### config.mk
export PLATFORM = sky130hd
export DESIGN_NAME = eb1_lsu_clken_ctrl
export DESIGN_NICKNAME = d
export VERILOG_FILES = /design/src/rtl/eb1_lsu_clken_ctrl.sv
export SDC_FILE = /design/constraint.sdc
export NUM_CORES = 1
export LEC_CHECK = 0
export ABC_AREA = 1
export CORE_MARGIN = 5
export CORE_UTILIZATION = 58
export DETAILED_ROUTE_END_ITERATION = 8
export GPL_ROUTABILITY_DRIVEN = 1
export PLACE_DENSITY_LB_ADDON = 0.15
export SETUP_SLACK_MARGIN = 0.15
export SLEW_MARGIN = 15
export SYNTH_ARGS = -nofsm -noshare
export SYNTH_HDL_FRONTEND = slang
export SYNTH_SLANG_ARGS = --single-unit
### constraint.sdc
create_clock -name clk -period 5.3 [get_ports clk]
set_input_delay 1.06 -clock clk [delete_from_list [all_inputs] [get_ports clk]]
set_output_delay 1.06 -clock clk [all_outputs]
set_load 0.03 [all_outputs]
### src/rtl/eb1_lsu_clken_ctrl.sv
`default_nettype none
// ============================================================================
// Module   : eb1_lsu_clken_ctrl
// Purpose  : NUM_CH-channel LSU clock-enable controller with hold-off
//            hysteresis, optional channel chaining and per-channel gated clocks.
//            Optional activity counters enabled by macro EB1_CLKEN_STATS_EN.
// Revision : 1.0 - initial release
// ============================================================================
module eb1_lsu_clken_ctrl #(
  parameter int                NUM_CH = 8,
  parameter int                HOLD_W = 4,
  parameter logic [NUM_CH-1:0] CHAIN  = '0,
  parameter int                CNT_W  = 16,
  localparam int               SEL_W  = (NUM_CH > 1) ? $clog2(NUM_CH) : 1
) (
  input  logic                       clk,
  input  logic                       rst,
  input  logic                       scan_mode,
  input  logic                       clk_override,
  input  logic                       force_on,
  input  logic [NUM_CH-1:0]          req,
  input  logic [NUM_CH*HOLD_W-1:0]   hold_cycles,
  output logic [NUM_CH-1:0]          c1_clken,
  output logic [NUM_CH-1:0]          c2_clken,
  output logic [NUM_CH-1:0]          c1_clk,
  output logic [NUM_CH-1:0]          c2_clk,
  output logic                       all_idle,
  input  logic [SEL_W-1:0]           stat_sel,
  input  logic                       stat_clr,
  output logic [CNT_W-1:0]           stat_cnt
);

  localparam logic [1:0] S_IDLE   = 2'd0;
  localparam logic [1:0] S_ACTIVE = 2'd1;
  localparam logic [1:0] S_HOLD   = 2'd2;

  logic [NUM_CH-1:0] r_c1_q;
  logic [NUM_CH-1:0] w_eff_req;
  logic [NUM_CH-1:0] w_c1;
  logic [NUM_CH-1:0] w_c2;
  logic [NUM_CH-1:0] w_next_idle;
  logic              w_force;
  logic              r_all_idle;

  assign w_force = clk_override | force_on;

  for (genvar i = 0; i < NUM_CH; i++) begin : g_ch
    logic [1:0]        r_state;
    logic [1:0]        w_state_nxt;
    logic [HOLD_W-1:0] r_hold_cnt;
    logic [HOLD_W-1:0] w_hold_cnt_nxt;
    logic [HOLD_W-1:0] w_hold;
    logic              r_c1_en_lat;
    logic              r_c2_en_lat;

    assign w_hold = hold_cycles[i*HOLD_W +: HOLD_W];

    if (i == 0) begin : g_head
      assign w_eff_req[i] = req[i];
    end else begin : g_link
      assign w_eff_req[i] = req[i] | (CHAIN[i] & r_c1_q[i-1]);
    end

    // The first cycle after the request drops (ACTIVE) is hold cycle 1;
    // r_hold_cnt then counts the hold cycles still owed in HOLD.
    always_comb begin
      w_state_nxt    = r_state;
      w_hold_cnt_nxt = r_hold_cnt;
      case (r_state)
        S_IDLE: begin
          if (w_eff_req[i]) w_state_nxt = S_ACTIVE;
        end
        S_ACTIVE: begin
          if (!w_eff_req[i]) begin
            if (w_hold <= HOLD_W'(1)) begin
              w_state_nxt    = S_IDLE;
              w_hold_cnt_nxt = '0;
            end else begin
              w_state_nxt    = S_HOLD;
              w_hold_cnt_nxt = w_hold - HOLD_W'(1);
            end
          end
        end
        S_HOLD: begin
          if (w_eff_req[i]) begin
            w_state_nxt    = S_ACTIVE;
            w_hold_cnt_nxt = '0;
          end else if (r_hold_cnt <= HOLD_W'(1)) begin
            w_state_nxt    = S_IDLE;
            w_hold_cnt_nxt = '0;
          end else begin
            w_hold_cnt_nxt = r_hold_cnt - HOLD_W'(1);
          end
        end
        default: begin
          w_state_nxt    = S_IDLE;
          w_hold_cnt_nxt = '0;
        end
      endcase
    end

    always_ff @(posedge clk or posedge rst) begin
      if (rst) begin
        r_state    <= S_IDLE;
        r_hold_cnt <= '0;
      end else begin
        r_state    <= w_state_nxt;
        r_hold_cnt <= w_hold_cnt_nxt;
      end
    end

    assign w_c1[i] = ~rst & (w_eff_req[i]
                             | ((r_state == S_ACTIVE) & (|w_hold))
                             | (r_state == S_HOLD)
                             | w_force);
    assign w_c2[i] = ~rst & (w_c1[i] | r_c1_q[i] | w_force);

    assign w_next_idle[i] = (w_state_nxt == S_IDLE) & ~w_eff_req[i] & ~w_c1[i];

    // Clock headers: enable captured while clk is low, so it gates the next high phase.
    always_latch begin
      if (!clk) begin
        r_c1_en_lat <= w_c1[i] | scan_mode;
        r_c2_en_lat <= w_c2[i] | scan_mode;
      end
    end

    assign c1_clk[i] = clk & r_c1_en_lat;
    assign c2_clk[i] = clk & r_c2_en_lat;
  end

  always_ff @(posedge clk or posedge rst) begin
    if (rst) begin
      r_c1_q     <= '0;
      r_all_idle <= 1'b1;
    end else begin
      r_c1_q     <= w_c1;
      r_all_idle <= &w_next_idle;
    end
  end

  assign c1_clken = w_c1;
  assign c2_clken = w_c2;
  assign all_idle = r_all_idle;

`ifdef EB1_CLKEN_STATS_EN
  logic [CNT_W-1:0] r_cnt [NUM_CH];

  always_ff @(posedge clk or posedge rst) begin
    if (rst) begin
      for (int k = 0; k < NUM_CH; k++) r_cnt[k] <= '0;
    end else begin
      for (int k = 0; k < NUM_CH; k++) begin
        if (stat_clr)                     r_cnt[k] <= '0;
        else if (w_c1[k] && !(&r_cnt[k])) r_cnt[k] <= r_cnt[k] + CNT_W'(1);
      end
    end
  end

  assign stat_cnt = (int'(stat_sel) < NUM_CH) ? r_cnt[stat_sel] : '0;
`else
  logic w_unused_stats;
  assign w_unused_stats = ^{stat_sel, stat_clr};
  assign stat_cnt       = '0;
`endif

endmodule
`default_nettype wire

==> impl_results.html <==
<table>
<tr><th>Metric</th><th>Value</th></tr>
<tr><th colspan="2">Status</th></tr>
<tr><td>Status</td><td>finished clean</td></tr>
<tr><th colspan="2">Layout</th></tr>
<tr><td>Most common cell after layout, fill and taps aside</td><td>sky130_fd_sc_hd__nand2_1</td></tr>
<tr><td>Fillers</td><td>770</td></tr>
<tr><td>Antenna diode instance count</td><td>0</td></tr>
<tr><td>Area occupied by registers</td><td>1670 sq um</td></tr>
<tr><td>Share of final-layout standard cells stronger than drive strength 1</td><td>4.93%</td></tr>
<tr><td>Area grow syn2layout</td><td>22.2%</td></tr>
<tr><td>Net count of the finished layout</td><td>1,007</td></tr>
<tr><td>Most used cells in the layout excluding fill and tap cells</td><td>212 x sky130_fd_sc_hd__nand2_1, 150 x sky130_fd_sc_hd__inv_1, 72 x sky130_fd_sc_hd__ha_1</td></tr>
<tr><td>Finished layout cell area</td><td>6750 sq um</td></tr>
<tr><td>Total area of multi-input combinational cells</td><td>3150 sq um</td></tr>
<tr><th colspan="2">Global route</th></tr>
<tr><td>Via count of the first global-routing pass</td><td>5,430</td></tr>
<tr><td>Antenna violations before repair</td><td>0</td></tr>
<tr><td>Aggregate global routing overflow</td><td>0</td></tr>
<tr><td>Global Route Usage Sum</td><td>24.5%</td></tr>
<tr><td>First-pass GRT wire length</td><td>22.7 mm</td></tr>
<tr><td>Largest net degree at the start of global routing</td><td>68</td></tr>
<tr><th colspan="2">Floorplan</th></tr>
<tr><td>Number of top-level pins</td><td>98</td></tr>
<tr><td>Vertical die dimension</td><td>108 um</td></tr>
<tr><td>Initial Util</td><td>59.5%</td></tr>
<tr><td>Die width</td><td>108 um</td></tr>
<tr><td>Die Outline Area</td><td>11,600 sq um</td></tr>
<tr><td>Placeable Area</td><td>9280 sq um</td></tr>
<tr><td>Number of rows created at floorplan</td><td>35</td></tr>
<tr><th colspan="2">Flow run</th></tr>
<tr><td>Number of maximum-capacitance violations</td><td>0</td></tr>
<tr><th colspan="2">Power</th></tr>
<tr><td>Power per standard cell area</td><td>534 nW/um^2</td></tr>
<tr><td>Maximum vdd ir drop</td><td>0.295 mV</td></tr>
<tr><td>Leakage power</td><td>3.76 nW</td></tr>
<tr><th colspan="2">Clocking</th></tr>
<tr><td>Insertion delay of the later-clocked pin in the worst-skew pair</td><td>0.46 ns</td></tr>
<tr><td>Clock tree from TritonCTS</td><td>yes</td></tr>
<tr><td>Number of buffers inserted by post-CTS setup repair</td><td>0</td></tr>
<tr><td>Post-CTS Hold Fix Bufs</td><td>0</td></tr>
<tr><td>Clock-pin transition on the worst setup and hold timing paths</td><td>0.08 ns</td></tr>
<tr><td>Resize count post-CTS</td><td>17</td></tr>
<tr><th colspan="2">Logic synthesis</th></tr>
<tr><td>Number of enable flip-flop cells after synthesis</td><td>0</td></tr>
<tr><td>Post-synthesis cell count</td><td>792</td></tr>
<tr><td>Synthesis Warnings</td><td>0</td></tr>
<tr><td>Synthesized area</td><td>5520 sq um</td></tr>
<tr><td>Total of flip-flops plus latches after synthesis</td><td>73</td></tr>
<tr><td>Average instance area after synthesis</td><td>6.97 sq um</td></tr>
<tr><td>Most frequently used flop master after synthesis</td><td>sky130_fd_sc_hd__dfrtp_1</td></tr>
<tr><td>Cell variety after synth</td><td>37</td></tr>
<tr><td>Async set or reset register ratio after synthesis</td><td>78.1%</td></tr>
<tr><th colspan="2">Detailed routing</th></tr>
<tr><td>Sum of routed wire length over all layers</td><td>13.2 mm</td></tr>
<tr><td>Drt initial violations</td><td>265</td></tr>
<tr><td>Final routed DRC violation total</td><td>0</td></tr>
<tr><td>Detailed-routing iteration count for the pre-antenna-repair pass</td><td>5</td></tr>
<tr><td>Antenna-violating nets left</td><td>0</td></tr>
<tr><td>Via-to-Cell Ratio</td><td>5.06</td></tr>
<tr><td>Detail-routed net length per standard cell</td><td>13.0 um</td></tr>
<tr><td>Detailed-route via count</td><td>5,163</td></tr>
<tr><th colspan="2">Placed design</th></tr>
<tr><td>Placer Congestion</td><td>0.924</td></tr>
<tr><td>Count of input and output buffers</td><td>77</td></tr>
<tr><td>Post-detailed-placement half-perimeter wirelength</td><td>9.87 mm</td></tr>
<tr><td>Placed Instance Area</td><td>6400 sq um</td></tr>
<tr><th colspan="2">Worst setup path</th></tr>
<tr><td>Critical Path End Type</td><td>output port</td></tr>
<tr><td>Data arrival time of the critical path</td><td>4.05 ns</td></tr>
<tr><td>Crit Path Category</td><td>latch -&gt; out</td></tr>
<tr><td>Worst setup SP type</td><td>latch</td></tr>
<tr><td>Crit path max fanout</td><td>1</td></tr>
<tr><td>Critical path data required time</td><td>4.24 ns</td></tr>
<tr><th colspan="2">STA</th></tr>
<tr><td>Setup TNS</td><td>0 ns</td></tr>
<tr><td>Final setup violation count</td><td>0</td></tr>
<tr><td>Max-slew violations</td><td>0</td></tr>
<tr><td>Final hold violation count</td><td>0</td></tr>
<tr><td>Clock Skews</td><td>0.0125 ns</td></tr>
<tr><td>Setup repair after global routing missed its margin</td><td>no</td></tr>
<tr><th colspan="2">Min path</th></tr>
<tr><td>Type of the most critical hold path</td><td>reg -&gt; reg</td></tr>
</table>
-- area by class of cell --
type | count | area share (%)
multi-input cells | 555 | 46.7
inverters | 143 | 8.38
flip-flops and latches | 73 | 24.7
clock inverters | 22 | 2.11
well taps | 129 | 2.39
clock buffers | 35 | 6.32
repair buffers | 64 | 9.38
-- report_power, final --
part | switching (mW) | internal, mW
sequential | 0.130 | 0.683
combinational | 0.987 | 0.607
clock | 0.607 | 0.585
total | 1.72 | 1.88
-- per-stage QoR --
stage               hold WS (ns)  setup slack [ns]  instances  utilization (%)  power (mW)
finish                     0.542             0.195       1021             72.7        3.60
floorplan                  0.489             0.243        807                -        2.33
CTS                        0.546             0.176       1021             72.7        3.62
detailed placement         0.523             0.303        996             68.9        2.85
global route               0.572             0.152       1021             72.7        3.94
global placement           0.510             0.330        996             68.9        2.77
-- worst paths after layout --
kind | from | to | slack [ns] | depth (start not counted)
min in group asynchronous | rst | g_ch[4].r_hold_cnt[1] | 1.01 | 2
hold / removal | g_ch[3].r_hold_cnt[3] | g_ch[3].r_hold_cnt[3] | 0.54 | 2
max in group asynchronous | rst | all_idle | 3.75 | 3
setup reg to reg | g_ch[6].r_state[0] | g_ch[6].r_c2_en_lat | 1.29 | 7
setup / recovery | g_ch[1].r_c1_en_lat | c1_clk[1] | 0.19 | 3
hold reg to reg | g_ch[3].r_hold_cnt[3] | g_ch[3].r_hold_cnt[3] | 0.54 | 2
-- layer usage --
metal  wire, um  track usage, %
met5          0               0
met4        453            15.1
met3        852            8.28
met2       6480            41.1
met1       5450            26.6
-- critical path, stage by stage, from the launching register on --
cell                            delay (ns)
sky130_fd_sc_hd__dlxtn_1              0.41
sky130_fd_sc_hd__nand2_1              0.07
sky130_fd_sc_hd__inv_1                0.05
sky130_fd_sc_hd__dlygate4sd2_1        0.40
-- cell families (layout without fill, tap and decap cells) --
logic type	after synthesis	count (layout)	share of synthesized area [%]
AND/OR/NAND/NOR	347	347	25.7
buffers and inverters	179	264	13.8
AO/OA/AOI/OAI	94	94	9.79
adder cells (fa/ha/maj)	72	72	16.3
flip-flops	57	57	25.8
XOR/XNOR	26	26	4.12
latches	16	16	4.35
other	1	16	0.0679
-- synth_stat cells (2+ instances only) --
| cell type | number | share of area, % |
|---|---|---|
| sky130_fd_sc_hd__o21ai_1 | 20 | 1.8 |
| sky130_fd_sc_hd__buf_4 | 16 | 2.2 |
| sky130_fd_sc_hd__nand2_1 | 212 | 14 |
| sky130_fd_sc_hd__ha_1 | 72 | 16 |
| sky130_fd_sc_hd__nor3_1 | 7 | 0.63 |
| sky130_fd_sc_hd__nand3_1 | 53 | 4.8 |
| sky130_fd_sc_hd__nor2_1 | 60 | 4.1 |
| sky130_fd_sc_hd__nand4_1 | 2 | 0.23 |
| sky130_fd_sc_hd__nand2_2 | 3 | 0.34 |
| sky130_fd_sc_hd__a21oi_1 | 12 | 1.1 |
| sky130_fd_sc_hd__o22ai_1 | 24 | 2.7 |
| sky130_fd_sc_hd__inv_1 | 150 | 10 |
| sky130_fd_sc_hd__o22a_1 | 3 | 0.48 |
| sky130_fd_sc_hd__xnor2_1 | 15 | 2.4 |
| sky130_fd_sc_hd__clkbuf_1 | 3 | 0.20 |
| sky130_fd_sc_hd__xor2_1 | 11 | 1.7 |
| sky130_fd_sc_hd__or2_1 | 5 | 0.57 |
| sky130_fd_sc_hd__inv_2 | 7 | 0.48 |
| sky130_fd_sc_hd__o21ai_0 | 26 | 2.4 |
| sky130_fd_sc_hd__dfrtp_1 | 56 | 25 |
| sky130_fd_sc_hd__a22o_1 | 2 | 0.32 |
| sky130_fd_sc_hd__or2_0 | 2 | 0.23 |
| sky130_fd_sc_hd__dlxtn_1 | 16 | 4.3 |
| sky130_fd_sc_hd__o211ai_1 | 2 | 0.27 |
-- registers in the layout, indices dropped and copies added, names as in the netlist --
register	flops
g_ch.r_c1_en_lat	8
g_ch.r_hold_cnt	32
all_idle	1
g_ch.r_state	16
g_ch.r_c2_en_lat	8
r_c1_q	8
Power figures use the tool's default switching activity.
